`src/rtl/ec_prod_sum_pkg.sv`:
```
// ec_prod_sum_pkg: shared types and phase constants for the product-sum
// batch sequencer (state encoding, trunc window, clear phase offset).
package ec_prod_sum_pkg;

  typedef enum logic [1:0] {
    ST_IDLE = 2'd0,
    ST_WAIT = 2'd1,
    ST_RUN  = 2'd2,
    ST_DONE = 2'd3
  } ec_seq_state_t;

  // trunc is high for TRUNC_START <= c <= NUM_PRODS - TRUNC_END_OFS
  localparam int unsigned TRUNC_START   = 2;
  localparam int unsigned TRUNC_END_OFS = 4;
  // clear pulses at c = NUM_PRODS - CLEAR_OFS
  localparam int unsigned CLEAR_OFS     = 1;

  // Phase counter must hold 0..num_prods inclusive.
  function automatic int unsigned phase_width(input int unsigned num_prods);
    return $clog2(num_prods + 1);
  endfunction

endpackage

```
`src/rtl/ec_seq_phase_decode.sv`:
```
// ec_seq_phase_decode: combinational map from RUN phase c to the
// rd/trunc/clear levels the core expects for that phase.
// Ports:
//   phase   - RUN phase counter value (0..NUM_PRODS)
//   rd_c    - FIFO pop for this phase
//   trunc_c - core truncation enable for this phase
//   clear_c - accumulator clear for this phase
module ec_seq_phase_decode
  import ec_prod_sum_pkg::*;
#(
  parameter int unsigned NUM_PRODS = 16,
  parameter int unsigned PHASE_W   = phase_width(NUM_PRODS)
) (
  input  logic [PHASE_W-1:0] phase,
  output logic               rd_c,
  output logic               trunc_c,
  output logic               clear_c
);

  localparam logic [PHASE_W-1:0] RD_END    = PHASE_W'(NUM_PRODS);
  localparam logic [PHASE_W-1:0] TR_FIRST  = PHASE_W'(TRUNC_START);
  localparam logic [PHASE_W-1:0] TR_LAST   = PHASE_W'(NUM_PRODS - TRUNC_END_OFS);
  localparam logic [PHASE_W-1:0] CLR_PHASE = PHASE_W'(NUM_PRODS - CLEAR_OFS);

  always_comb begin
    rd_c    = (phase < RD_END);
    trunc_c = (phase >= TR_FIRST) && (phase <= TR_LAST);
    clear_c = (phase == CLR_PHASE);
  end

endmodule

```
`src/rtl/ec_prod_sum_seq.sv`:
```
// ec_prod_sum_seq: fast-clock batch sequencer feeding the RNS product-sum
// core. Frames each NUM_PRODS-term dot product with rd/trunc/clear, gates
// batches on FIFO occupancy/space, counts batches, pulses done at the end.
// Optional feature macro: EC_PROD_SUM_SEQ_GATE_EN (occupancy/full gating of
// WAIT->RUN; when undefined WAIT always lasts exactly one cycle).
// Ports:
//   f_clk, f_rst_n         - clock, async active-low reset
//   start, num_batches     - run request and batch count (sampled in IDLE)
//   abort                  - synchronous return to IDLE
//   data_A/B_rd_used       - input FIFO occupancies
//   result_wr_full         - result FIFO full
//   data_in_rd_req, trunc_ena, clear_ena - core/FIFO controls (registered)
//   busy, done, batch_cnt  - status (registered)
module ec_prod_sum_seq
  import ec_prod_sum_pkg::*;
#(
  parameter int unsigned NUM_PRODS = 16,
  parameter int unsigned USED_W    = 9,
  parameter int unsigned BATCH_W   = 8
) (
  input  logic               f_clk,
  input  logic               f_rst_n,
  input  logic               start,
  input  logic               abort,
  input  logic [BATCH_W-1:0] num_batches,
  input  logic [USED_W-1:0]  data_A_rd_used,
  input  logic [USED_W-1:0]  data_B_rd_used,
  input  logic               result_wr_full,
  output logic               data_in_rd_req,
  output logic               trunc_ena,
  output logic               clear_ena,
  output logic               busy,
  output logic               done,
  output logic [BATCH_W-1:0] batch_cnt
);

  localparam int unsigned        PHASE_W    = phase_width(NUM_PRODS);
  localparam logic [PHASE_W-1:0] PHASE_LAST = PHASE_W'(NUM_PRODS);

  ec_seq_state_t      state_q, state_d;
  logic [PHASE_W-1:0] phase_q, phase_d;
  logic [BATCH_W-1:0] nb_q, nb_d, bcnt_d, bcnt_inc;
  logic               gate_ok;
  logic               dec_rd_c, dec_trunc_c, dec_clear_c;
  logic               rd_d, trunc_d, clear_d, busy_d, done_d;

  // WAIT exit qualifier
`ifdef EC_PROD_SUM_SEQ_GATE_EN
  assign gate_ok = (data_A_rd_used >= USED_W'(NUM_PRODS)) &&
                   (data_B_rd_used >= USED_W'(NUM_PRODS)) &&
                   !result_wr_full;
`else
  logic unused_gate_inputs;
  assign unused_gate_inputs = ^{data_A_rd_used, data_B_rd_used, result_wr_full};
  assign gate_ok = 1'b1;
`endif

  assign bcnt_inc = batch_cnt + BATCH_W'(1);

  // Next state, phase and counters; abort overrides every transition.
  always_comb begin
    state_d = state_q;
    phase_d = phase_q;
    nb_d    = nb_q;
    bcnt_d  = batch_cnt;
    case (state_q)
      ST_IDLE: begin
        if (start) begin
          nb_d    = num_batches;
          bcnt_d  = '0;
          phase_d = '0;
          state_d = (num_batches == '0) ? ST_DONE : ST_WAIT;
        end
      end
      ST_WAIT: begin
        if (gate_ok) begin
          state_d = ST_RUN;
          phase_d = '0;
        end
      end
      ST_RUN: begin
        if (phase_q == PHASE_LAST) begin
          bcnt_d  = bcnt_inc;
          phase_d = '0;
          state_d = (bcnt_inc == nb_q) ? ST_DONE : ST_WAIT;
        end else begin
          phase_d = phase_q + PHASE_W'(1);
        end
      end
      ST_DONE: state_d = ST_IDLE;
      default: state_d = ST_IDLE;
    endcase
    if (abort) begin
      state_d = ST_IDLE;
      phase_d = '0;
      nb_d    = nb_q;
      bcnt_d  = batch_cnt;
    end
  end

  // Decode is applied to the phase being entered so outputs line up with it.
  ec_seq_phase_decode #(
    .NUM_PRODS (NUM_PRODS),
    .PHASE_W   (PHASE_W)
  ) u_phase_decode (
    .phase   (phase_d),
    .rd_c    (dec_rd_c),
    .trunc_c (dec_trunc_c),
    .clear_c (dec_clear_c)
  );

  // Output values for the state being entered
  always_comb begin
    rd_d    = 1'b0;
    trunc_d = 1'b0;
    clear_d = 1'b0;
    busy_d  = (state_d != ST_IDLE);
    done_d  = (state_d == ST_DONE);
    case (state_d)
      ST_RUN: begin
        rd_d    = dec_rd_c;
        trunc_d = dec_trunc_c;
        clear_d = dec_clear_c;
      end
      ST_IDLE, ST_DONE: clear_d = 1'b1;
      default: ;
    endcase
  end

  // State and output registers
  always_ff @(posedge f_clk or negedge f_rst_n) begin
    if (!f_rst_n) begin
      state_q        <= ST_IDLE;
      phase_q        <= '0;
      nb_q           <= '0;
      batch_cnt      <= '0;
      data_in_rd_req <= 1'b0;
      trunc_ena      <= 1'b0;
      clear_ena      <= 1'b1;
      busy           <= 1'b0;
      done           <= 1'b0;
    end else begin
      state_q        <= state_d;
      phase_q        <= phase_d;
      nb_q           <= nb_d;
      batch_cnt      <= bcnt_d;
      data_in_rd_req <= rd_d;
      trunc_ena      <= trunc_d;
      clear_ena      <= clear_d;
      busy           <= busy_d;
      done           <= done_d;
    end
  end

endmodule

```
`config.mk`:
```
export PLATFORM = sky130hd
export DESIGN_NAME = ec_prod_sum_seq
export DESIGN_NICKNAME = d
export VERILOG_FILES = /design/src/rtl/ec_prod_sum_pkg.sv /design/src/rtl/ec_seq_phase_decode.sv /design/src/rtl/ec_prod_sum_seq.sv
export SDC_FILE = /design/constraint.sdc
export NUM_CORES = 1
export LEC_CHECK = 0
export ABC_AREA = 0
export BUFFER_PORTS_ARGS = -buffer_cell sky130_fd_sc_hd__buf_2
export CAP_MARGIN = 0
export CELL_PAD_IN_SITES_DETAIL_PLACEMENT = 0
export CELL_PAD_IN_SITES_GLOBAL_PLACEMENT = 1
export CORE_ASPECT_RATIO = 1.2
export CORE_MARGIN = 2
export CORE_UTILIZATION = 42
export DETAILED_ROUTE_END_ITERATION = 10
export PLACE_DENSITY = 0.85
export SLEW_MARGIN = 10
export SYNTH_ARGS = -nofsm -noshare
export SYNTH_HDL_FRONTEND = slang
export SYNTH_SLANG_ARGS = --single-unit
```
`constraint.sdc`:
```
create_clock -name f_clk -period 5.4 [get_ports f_clk]
set_input_delay 0.54 -clock f_clk [delete_from_list [all_inputs] [get_ports f_clk]]
set_output_delay 0.54 -clock f_clk [all_outputs]
set_load 0.01 [all_outputs]
```
# Yosys cells after proc, flatten, opt, wreduce, memory -nomap -nowiden
# Cells that the tools add are included.
# totals
wordCells	50
register_bits	28
# op_classes
reduce_logical	9
add_sub_neg	2
bitwise_logic	1
muxes	16
n_lt_le_gt_ge	3
n_eq_ne	10
# ops
cell	count
two-way mux 8 bit	2
one-hot mux 8 bit (2 select lines)	1
two-way mux 5 bit	3
one-hot mux 5 bit (3 select lines)	1
two-way mux 2 bit	5
adder 8 x 1 -> 8 bit, second input constant	1
== test 2 bit, second input constant	4
== test 8 bit	1
logical NOT 8 bit	1
one-hot mux 2 bit (4 select lines)	1
adder 5 x 1 -> 5 bit, second input constant	1
== test 5 x 4 -> 1 bit, second input constant	1
== test 5 bit, second input constant	1
greater-or-equal comparator 5 x 2 -> 1 bit, second input constant	1
<= comparator 5 x 4 -> 1 bit, second input constant	1
< comparator 5 bit, second input constant	1
logical NOT 2 bit	2
inequality test 2 bit, second input constant	2
AND reduction 4 bit	1
nonzero test 2 bit	2
AND reduction 3 bit	1
== test 2 x 1 -> 1 bit, second input constant	1
two-way mux 1 bit	2
one-hot mux 1 bit (2 select lines)	1
other kinds (3)	3

# Logic depth before layout (Yosys ltp)
# Gate-level depths: netlist of run 1.
# logic_depth
depth_word	9
mapped_depth	11

# Cells and area by module
# From an unflattened synthesis of run 1, not the netlist that was laid out.
# hier_totals
hier_cells	149
area_unflattened_um2	1571.5
# by_module_without_submodules
module	cells_each	area_each_um2	n_inst
ec_prod_sum_seq	144	1540.2	1
ec_seq_phase_decode	5	31.3	1

# Worst setup path after synthesis of run 1
# OpenSTA, ideal clock, no wires.
# synth_timing
kind	reg-to-reg
startpoint	reg batch_cnt[4]
endpoint	reg clear_ena
t_arrival_ns	2.316
path_stages_with_launch	10
setup_time_ns	0.059
path_slack_ns	3.025
cell_sequence	dfrtp_1 -> buf_4 -> and4b_4 -> a211o_2 -> o22ai_1 -> a31oi_1 -> o41a_1 -> ha_1 -> nor4_1 -> a31o_2
# synth_between
elab_chain_len	9
word_cells_on_any_way	11
classes_between	add/sub: 1; eq/ne: 3; mux: 5; reduce/logical: 2
# synth_rtl
element	line_no	text
start, declared	ec_prod_sum_seq.sv:34	output logic [BATCH_W-1:0] batch_cnt
start signal, assigned	ec_prod_sum_seq.sv:146	batch_cnt <= bcnt_d;
adder 8 x 1 -> 8 bit (*)	ec_prod_sum_seq.sv:58	assign bcnt_inc = batch_cnt + BATCH_W'(1);
== test 8 bit (*)	ec_prod_sum_seq.sv:85	state_d = (bcnt_inc == nb_q) ? ST_DONE : ST_WAIT;
two-way mux 2 bit (*)	ec_prod_sum_seq.sv:85	
two-way mux 2 bit (*)	ec_prod_sum_seq.sv:82	if (phase_q == PHASE_LAST) begin
one-hot mux 2 bit (4 select lines) (*)	ec_prod_sum_seq.sv:66	case (state_q)
two-way mux 2 bit (*)	ec_prod_sum_seq.sv:93	if (abort) begin
== test 2 bit / logical NOT 2 bit (equally long branches)	ec_prod_sum_seq.sv:119	case (state_d)
OR reduction 2 bit	ec_prod_sum_seq.sv:119	
one-hot mux 1 bit (2 select lines) (*)	ec_prod_sum_seq.sv:119	
net clear_d	ec_prod_sum_seq.sv:45	logic rd_d, trunc_d, clear_d, busy_d, done_d;
end signal, assigned	ec_prod_sum_seq.sv:149	clear_ena <= clear_d;
end, declared	ec_prod_sum_seq.sv:31	output logic clear_ena,
# Mark *: on every way through the listed nets, which the timed path passes. The rest lies on a longest branch.
# A chain may end at the register's enable or synchronous reset.

# Final worst setup path of run 1
# layout_timing
startpoint	reg batch_cnt[0]
endpoint	reg trunc_ena
# layout_between
elab_chain_len	8
# layout_rtl
element	line_no	text
adder 8 x 1 -> 8 bit	ec_prod_sum_seq.sv:58	
== test 8 bit	ec_prod_sum_seq.sv:85	
two-way mux 2 bit	ec_prod_sum_seq.sv:85	
two-way mux 2 bit	ec_prod_sum_seq.sv:82	
one-hot mux 2 bit (4 select lines)	ec_prod_sum_seq.sv:66	
two-way mux 2 bit	ec_prod_sum_seq.sv:93	
net state_d[1]	ec_prod_sum_seq.sv:40	ec_seq_state_t state_q, state_d;
== test 2 bit	ec_prod_sum_seq.sv:119	
two-way mux 1 bit	ec_prod_sum_seq.sv:119	
net trunc_d	ec_prod_sum_seq.sv:45	
end signal, assigned	ec_prod_sum_seq.sv:148	trunc_ena <= trunc_d;
end, declared	ec_prod_sum_seq.sv:30	output logic trunc_ena,
# The timed path passes the listed nets, and every way through them passes these cells.

==> impl_results.md, run 1 <==
- Status: completed
- Synth top cells by count: 27 x dfrtp_1, 14 x o21ai_0, 11 x nand2_1, 11 x nor2_1, 9 x inv_1
- Remaining antenna violation count after routing: 0
- CP endpoint kind: flip-flop
- Synth area leader: dfrtp_1
- Crit-path max FO: 10
- Total grt overflow: 0
- Diodes inserted: 0
- Register share of total power: 53.9%
- Die area: ~4400 um2
- Ranking of synthesized cells by area: dfrtp_1 41%, ha_1 5.4%, mux2_2 4.8%, o21ai_0 4.3%, xnor2_1 3.7%
- Die Wd: 61.0 um
- Clk Latency, worst-skew pair: 270 ps
- Power Dens Cells: between 200 and 250 nW/um2
- CTS H-Tree Depth: 1
- Cts repair resizes: 0
- TritonCTS buffer count: 3
- Io pins: 44
- Initial cell density of the core: 44.3%
- Post-Syn Area per Cell: approximately 10 um2
- DR iter-0 viols: 71
- GP Congestion: a little over 0.8
- RSZ-0062 raised after global routing: false
- Yosys top cell area share: between 40% and 50%
- Post-CTS setup buffer count: 0
- Initial DRT Pass Iterations: 4
- Synthesized flop and latch total: 28
- Largest net degree at the start of global routing: 29
- Worst hold path type: input port to async pin
- Vias post-DR: approximately 1300
- Slew Limit Headroom: a little under 60%
- Logic pwr share: approximately 18%
- Final hold vios: 0
- GRT Overall Usage: 17.8%
- Area growth syn-to-layout: 11.8%
- Cells after Synth: ~170
- Vias per cell: approximately 5.6
- Worst endpoint data arrival time: between 2000 and 3000 ps
- Synth Cell Area: 1640 um2
- Post-synthesis sequential area ratio: 42.9%
- Type of origin of the critical path: flip-flop
- Fin Setup TNS: 0 ps
- Yosys warns: 0
- Top-count cell post-synth: dfrtp_1
- First-pass GRT wire length: 6.02 mm
- Initial antenna violation count: 0
- Unique masters post-synth: 47
- Most used DFF post-synth: dfrtp_1
- R2r setup slk: 2730 ps
- Die Y: about 72 um
- CTS tree: yes
- Clk buf depth: 2
- Final net count: about 220
- MaxCap Viol Count: 0
- Worst EP required: between 5000 and 6000 ps
- Internal: 0.000333 W
- Static leakage: around 0.83 nW
- Util after Layout: 49.5%
- DRT Wirelength: 3.57 mm
- Tcrit/Tclk final: 49.5%
- Sw Share: about a quarter
- Cts hold-fix bufs: 0
- EDFF count, synth: 0
- Maximum VDD drop: ~0.000092 V
- DRC viols: 0
- Share of total power in the clock network: 28.3%
- Synth async-reset ratio: between 90% and 100%
- Slew Limit Fails: 0
- Clock Tree Root: clkbuf_8
- Fin crit period: approximately 2700 ps
- Clk sinks: 28
- Vias in the first global route: between 1000 and 1500
- Post-synthesis net count: approximately 200
- RR Startpoint: batch_cnt[0]$_DFFE_PN0P_
- Critical setup path kind: flip-flop to flip-flop
- Share of cells above drive strength 1: 24.3%
- Core region area: around 3700 um2
- Fmax: 0.374 GHz
- Worst Clk Skew: ~3.7 ps
- Net switching power: between 0.0001 and 0.00015 W
- Reg2reg end: trunc_ena$_DFF_PN0_
- Critical path origin: batch_cnt[0]$_DFFE_PN0P_
- Avg WL per Cell: 15.1 um
- # rows: 24
- Detail Placement HPWL: 2.68 mm
- IO buf count: 24
- Endpoints failing setup: 0
- R2R depth: 8
- Worst-path clk slew: about 90 ps
- Slew of the pin with the lowest slew margin: about 630 ps
[final cells by class]
cell class | instances | area, um2
clock buffers | 4 | 55.1
fillers | 364 | 1870
inverters | 9 | 33.8
multi-input cells | 120 | 852
flip-flops and latches | 28 | 702
well taps | 52 | 65.1
repair buffers | 24 | 120
[worst max-delay path: stages (launching register included)]
cell and delay [ps]:
dfrtp_1 550, ha_1 340, nand3_1 190, nor2_1 190, xnor2_1 120, o41ai_1 600, ha_1 250, nor2b_2 180
and4_1 190
[worst max-delay path by stage]
stage	endpoint	slack, ps	cells after the start
global placement	trunc_ena$_DFF_PN0_	2790	8
CTS	trunc_ena$_DFF_PN0_	2710	8
global route	trunc_ena$_DFF_PN0_	2480	8
finish	trunc_ena$_DFF_PN0_	2730	8
floorplan	clear_ena$_DFF_PN1_	3020	9
detailed placement	trunc_ena$_DFF_PN0_	2740	8
[flip-flops by register name, indices dropped and copies added, names as in the netlist]
| signal | count |
|---|---|
| data_in_rd_req | 1 |
| phase_q | 5 |
| nb_q | 8 |
| busy | 1 |
| state_q | 2 |
| batch_cnt | 8 |
| clear_ena | 1 |
| trunc_ena | 1 |
| done | 1 |
[cells in the final DEF (no fill, tap or decap), types with 7 or more instances in the layout]
master,n
nand2_1,11
nand3_1,7
ha_1,7
xnor2_1,7
inv_1,9
dfrtp_1,27
nor2_1,11
mux2_2,7
o21ai_0,14
buf_2,24
[power by group through the flow]
stage / clock network (W) / logic, W / registers, W
after floorplan: 0 / 0.0000599 / 0.000242
final: 0.000128 / 0.0000800 / 0.000243
after global routing: 0.000142 / 0.0000893 / 0.000246
after detailed placement: 0 / 0.0000807 / 0.000248
after CTS: 0.000132 / 0.0000811 / 0.000244
after global placement: 0 / 0.0000776 / 0.000248
[per-layer routing]
metal | up-vias | track usage, % | wire length [um]
met5 | - | 0 | 0
met4 | 0 | 4.59 | 55
met3 | 8 | 2.14 | 114
met2 | 34 | 31.3 | 1920
met1 | 659 | 22.6 | 1480
li1 | 638 | - | -
[kinds of logic after synthesis]
logic type	share of synthesized area, %
simple gates	19.8
compound gates	16.8
flops	42.9
buf+inv	4.97
xor+xnor	5.36
mux	4.82
fa+ha+maj	5.36
[per-stage QoR]
stage | power, W | setup WS (ps) | instances | hold WS, ps | cell area (um2)
floorplan | 0.000302 | 3020 | 165 | 244 | 1640
global placement | 0.000325 | 2790 | 233 | 503 | 1770
detailed placement | 0.000329 | 2740 | 233 | 525 | 1770
CTS | 0.000457 | 2710 | 237 | 303 | 1830
global route | 0.000477 | 2480 | 237 | 326 | 1830
finish | 0.000451 | 2730 | 237 | 270 | 1830
No activity file was read; power rests on OpenSTA's default activity.
==> run 2: changes to the inputs <==
ABC_AREA = 1   (was 0)
CORE_UTILIZATION = 37   (was 42)
PLACE_DENSITY = 0.8   (was 0.85)
clock period = 2.8 ns   (was 5.4 ns; I/O delays follow)
==> run 2 against run 1 <==
Non-clock buffer count unchanged. Cell area is 4.9% higher. Largest power group unchanged. Largest cell class unchanged. Synthesized area increased by 2.8%. Combinational power grew to 3.0 times the previous value. Critical path depth increased by 5. Sequential share of layout area down 1.8 points. Clock power rose by 95%. Clock skew about the same. Final cell count grew 30%.
==> impl_results.md, run 2 <==
- GRT Overall Usage: 14.8% (-3.0 points)
- Vias in the first global route: 1353 (+3.5%)
- Worst EP required: 3020 ps (-2590 ps)
- Highest routed metal layer: met4
- Worst setup margin: 439 ps (-2290 ps)
- Detail Placement HPWL: 2.59 mm (-3.1%)
- Cts hold-fix bufs: 0 (unchanged)
- Area growth syn-to-layout: 14.0%
- First-pass GRT wire length: 5.84 mm (-3.0%)
- DRC viols: 0 (unchanged)
- Cells along the critical path: ha_1 -> nand2_2 -> nor2_4 -> nand3_2 -> nand3_1 -> nand2_1 -> nor2_2 -> nand3_2 -> a21oi_2 -> ha_1 -> a21boi_2 -> nand2_1 -> a21oi_2
- Core region area: 4330 um2 (+17%)
- Unique masters post-synth: 26 (-45%)
- Reg2reg end: clear_ena$_DFF_PN1_
- Fmax: 0.424 GHz (+13%)
- Met1 wire length: 1.62 mm (+9.7%)
- RR Startpoint: batch_cnt[0]$_DFFE_PN0P_
- Slew of the pin with the lowest slew margin: 627 ps (-3.05 ps)
- DRT Wirelength: 3.38 mm (-5.3%)
- Worst endpoint data arrival time: 2580 ps (-300 ps)
- RSZ-0062 raised after global routing: false
- Synth top cells by count: 66 x nand2_1, 36 x inv_1, 27 x dfrtp_1
- Most used DFF post-synth: dfrtp_1
- Clk sinks: 28 (unchanged)
- R2R depth: 13 (+5)
- Tcrit/Tclk final: 84.3% (+35 points)
- Diodes inserted: 0 (unchanged)
- Avg WL per Cell: 11.0 um (-27%)
- Cells after Synth: 225 (+36%)
- Worst Clk Skew: 4.09 ps (+0.416 ps)
- Final net count: 290 (+29%)
- Status: completed
- Share of total power in the clock network: 24.9% (-3.4 points)
- Initial antenna violation count: 0 (unchanged)
- Total power: 0.00100 W (+120%)
- Critical setup path kind: flip-flop to flip-flop
- TritonCTS buffer count: 3 (unchanged)
- Die area: 5100 um2 (+16%)
- Internal: 0.000684 W (+110%)
- Clk Latency, worst-skew pair: 270 ps (about the same)
- Io pins: 44 (unchanged)
- Clock Tree Root: clkbuf_8
- Sw Share: 31.7% (+5.5 points)
- Slew Limit Fails: 0 (unchanged)
- Fill count: 461 (+27%)
- Post-synthesis net count: 263 (+30%)
- Crit-path max FO: 10 (unchanged)
- Commonest non-fill, non-tap cell in the layout: nand2_1
- CTS H-Tree Depth: 1 (unchanged)
- Vias post-DR: 1426 (+6.5%)
- Share of cells above drive strength 1: 19.9% (-4.4 points)
- Max stage delay on crit path: 550 ps (-50 ps)
- CP endpoint kind: flip-flop
- Register share of total power: 51.3% (-2.6 points)
- Synth async-reset ratio: 100% (unchanged)
- Initial cell density of the core: 38.9% (-5.4 points)
- Die Y: 77.9 um (+7.6%)
- DR iter-0 viols: 78 (+9.9%)
- Net switching power: 0.000318 W (+170%)
- R2r setup slk: 440 ps (-2290 ps)
- Remaining antenna violation count after routing: 0 (unchanged)
- Final hold slack: 8.65 ps (-262 ps)
- Met2 wire length: 1.56 mm (-19%)
- Slowest-stage cell, CP: dfrtp_1
- Type of origin of the critical path: flip-flop
- Top flop regs: batch_cnt: 8 flops, nb_q: 8 flops, phase_q: 5 flops
- Top-count cell post-synth: nand2_1
- Met3 wire length: 121 um (+6.1%)
- Largest net degree at the start of global routing: 29 (unchanged)
- Yosys top cell area share: 40.2% (-1.1 points)
- Fin Setup TNS: 0 ps (unchanged)
- Clk buf depth: 2 (unchanged)
- Yosys warns: 0 (unchanged)
- Worst hold path type: input port to async pin
- Die Wd: 65.5 um (+7.5%)
- Ranking of synthesized cells by area: dfrtp_1 40%, nand2_1 15%, inv_1 8.0%, nand3_1 6.5%, ha_1 5.2%
- MaxCap Viol Count: 0 (unchanged)
- Fin crit period: 2360 ps (-312 ps)
- Worst-path clk slew: 90 ps (about the same)
- Final hold vios: 0 (unchanged)
- Vias per cell: 4.64 (-18%)
- Synth area leader: dfrtp_1
- Maximum VDD drop: 0.000175 V (+91%)
- Util after Layout: 44.3% (-5.2 points)
- Initial DRT Pass Iterations: 4 (unchanged)
- Total grt overflow: 0 (unchanged)
- # rows: 26 (+8.3%)
- Post-Syn Area per Cell: 7.47 um2 (-25%)
- Logic pwr share: 23.9% (+6.2 points)
- IO buf count: 24 (unchanged)
- Slew Limit Headroom: 58.2% (+0.49 points)
- Setup slack at placement: 416 ps (-2330 ps)
- Post-CTS setup buffer count: 0 (unchanged)
- Synthesized flop and latch total: 28 (unchanged)
- Endpoints failing setup: 0 (unchanged)
- CTS tree: yes
- Static leakage: 0.998 nW (+20%)
- Most frequent cells in the layout: 66 x nand2_1, 36 x inv_1, 27 x dfrtp_1
- Cts repair resizes: 0 (unchanged)
- Power Dens Cells: 523 nW/um2 (+110%)
- GP Congestion: 0.799 (-2.1%)
- EDFF count, synth: 0 (unchanged)
- Synth Cell Area: 1680 um2 (+2.8%)
- Post-synthesis sequential area ratio: 41.7% (-1.2 points)
## run 2: changes by cell type after synthesis, sizes merged, moves of 4 or more
cell,previous run,this run
a21oi,2,6
buf,7,2
inv,9,39
mux2,7,0
nand2,11,72
nand3,7,24
nor2,11,18
nor2b,4,0
o22ai,2,6
xnor2,7,1
## run 2: cell type report
| type | instances | area [um2] | area share [%] |
|---|---|---|---|
| multi-input combinational | 156 | 821 | 42.8 |
| sequential | 28 | 702 | 36.6 |
| inverter | 39 | 149 | 7.77 |
| timing repair buffer | 24 | 120 | 6.27 |
| tap | 56 | 70.1 | 3.66 |
| clock buffer | 4 | 55.1 | 2.87 |
## run 2: power groups by stage
stage / combinational (W) / clock [W] / sequential (W)
2_1_floorplan: 0.000179 / 0 / 0.000515
3_5_place_dp: 0.000245 / 0 / 0.000522
3_3_place_gp: 0.000242 / 0 / 0.000523
4_1_cts: 0.000246 / 0.000261 / 0.000514
6_report: 0.000239 / 0.000249 / 0.000514
5_1_grt: 0.000280 / 0.000279 / 0.000525
## run 2: logic make-up (layout without fill, tap and decap cells)
logic type	Yosys count	count (layout)	synth area share, %
and+or+nand+nor	122	122	34.0
AOI/OAI and AO/OA	26	26	9.08
adders and majority gates	7	7	5.21
buffers and inverters	41	67	9.45
DFF	28	28	41.7
xor gates and xnor gates	1	1	0.521
## run 2: per-layer routing
layer  vias up  global-route usage, %
li1        768                      -
met1       628                   18.2
met2        24                   24.8
met4         0                   6.88
met5         -                      0
met3         6                   2.61
## run 2: stage by stage
step | area (um2) | std cells
6_report | 1920 | 307
5_1_grt | 1920 | 307
4_1_cts | 1920 | 307
3_5_place_dp | 1860 | 303
3_3_place_gp | 1860 | 303
2_1_floorplan | 1680 | 225
## run 2: worst max-delay path by stage
stage | start | end | slack [ps] | cells after the start
finish | batch_cnt[0]$_DFFE_PN0P_ | clear_ena$_DFF_PN1_ | 440 | 13
global route | batch_cnt[0]$_DFFE_PN0P_ | clear_ena$_DFF_PN1_ | 200 | 13
CTS | batch_cnt[0]$_DFFE_PN0P_ | trunc_ena$_DFF_PN0_ | 390 | 13
detailed placement | batch_cnt[0]$_DFFE_PN0P_ | clear_ena$_DFF_PN1_ | 420 | 13
global placement | batch_cnt[0]$_DFFE_PN0P_ | clear_ena$_DFF_PN1_ | 380 | 13
floorplan | batch_cnt[1]$_DFFE_PN0P_ | clear_ena$_DFF_PN1_ | 810 | 13
## run 2: worst max-delay path, delay by kind of cell (launching register included)
family | cells | cell delay [ps]
AND/OR/NAND/NOR | 8 | 780
AO/OA/AOI/OAI | 3 | 510
adder cells (fa/ha/maj) | 2 | 460
flip-flops | 1 | 550
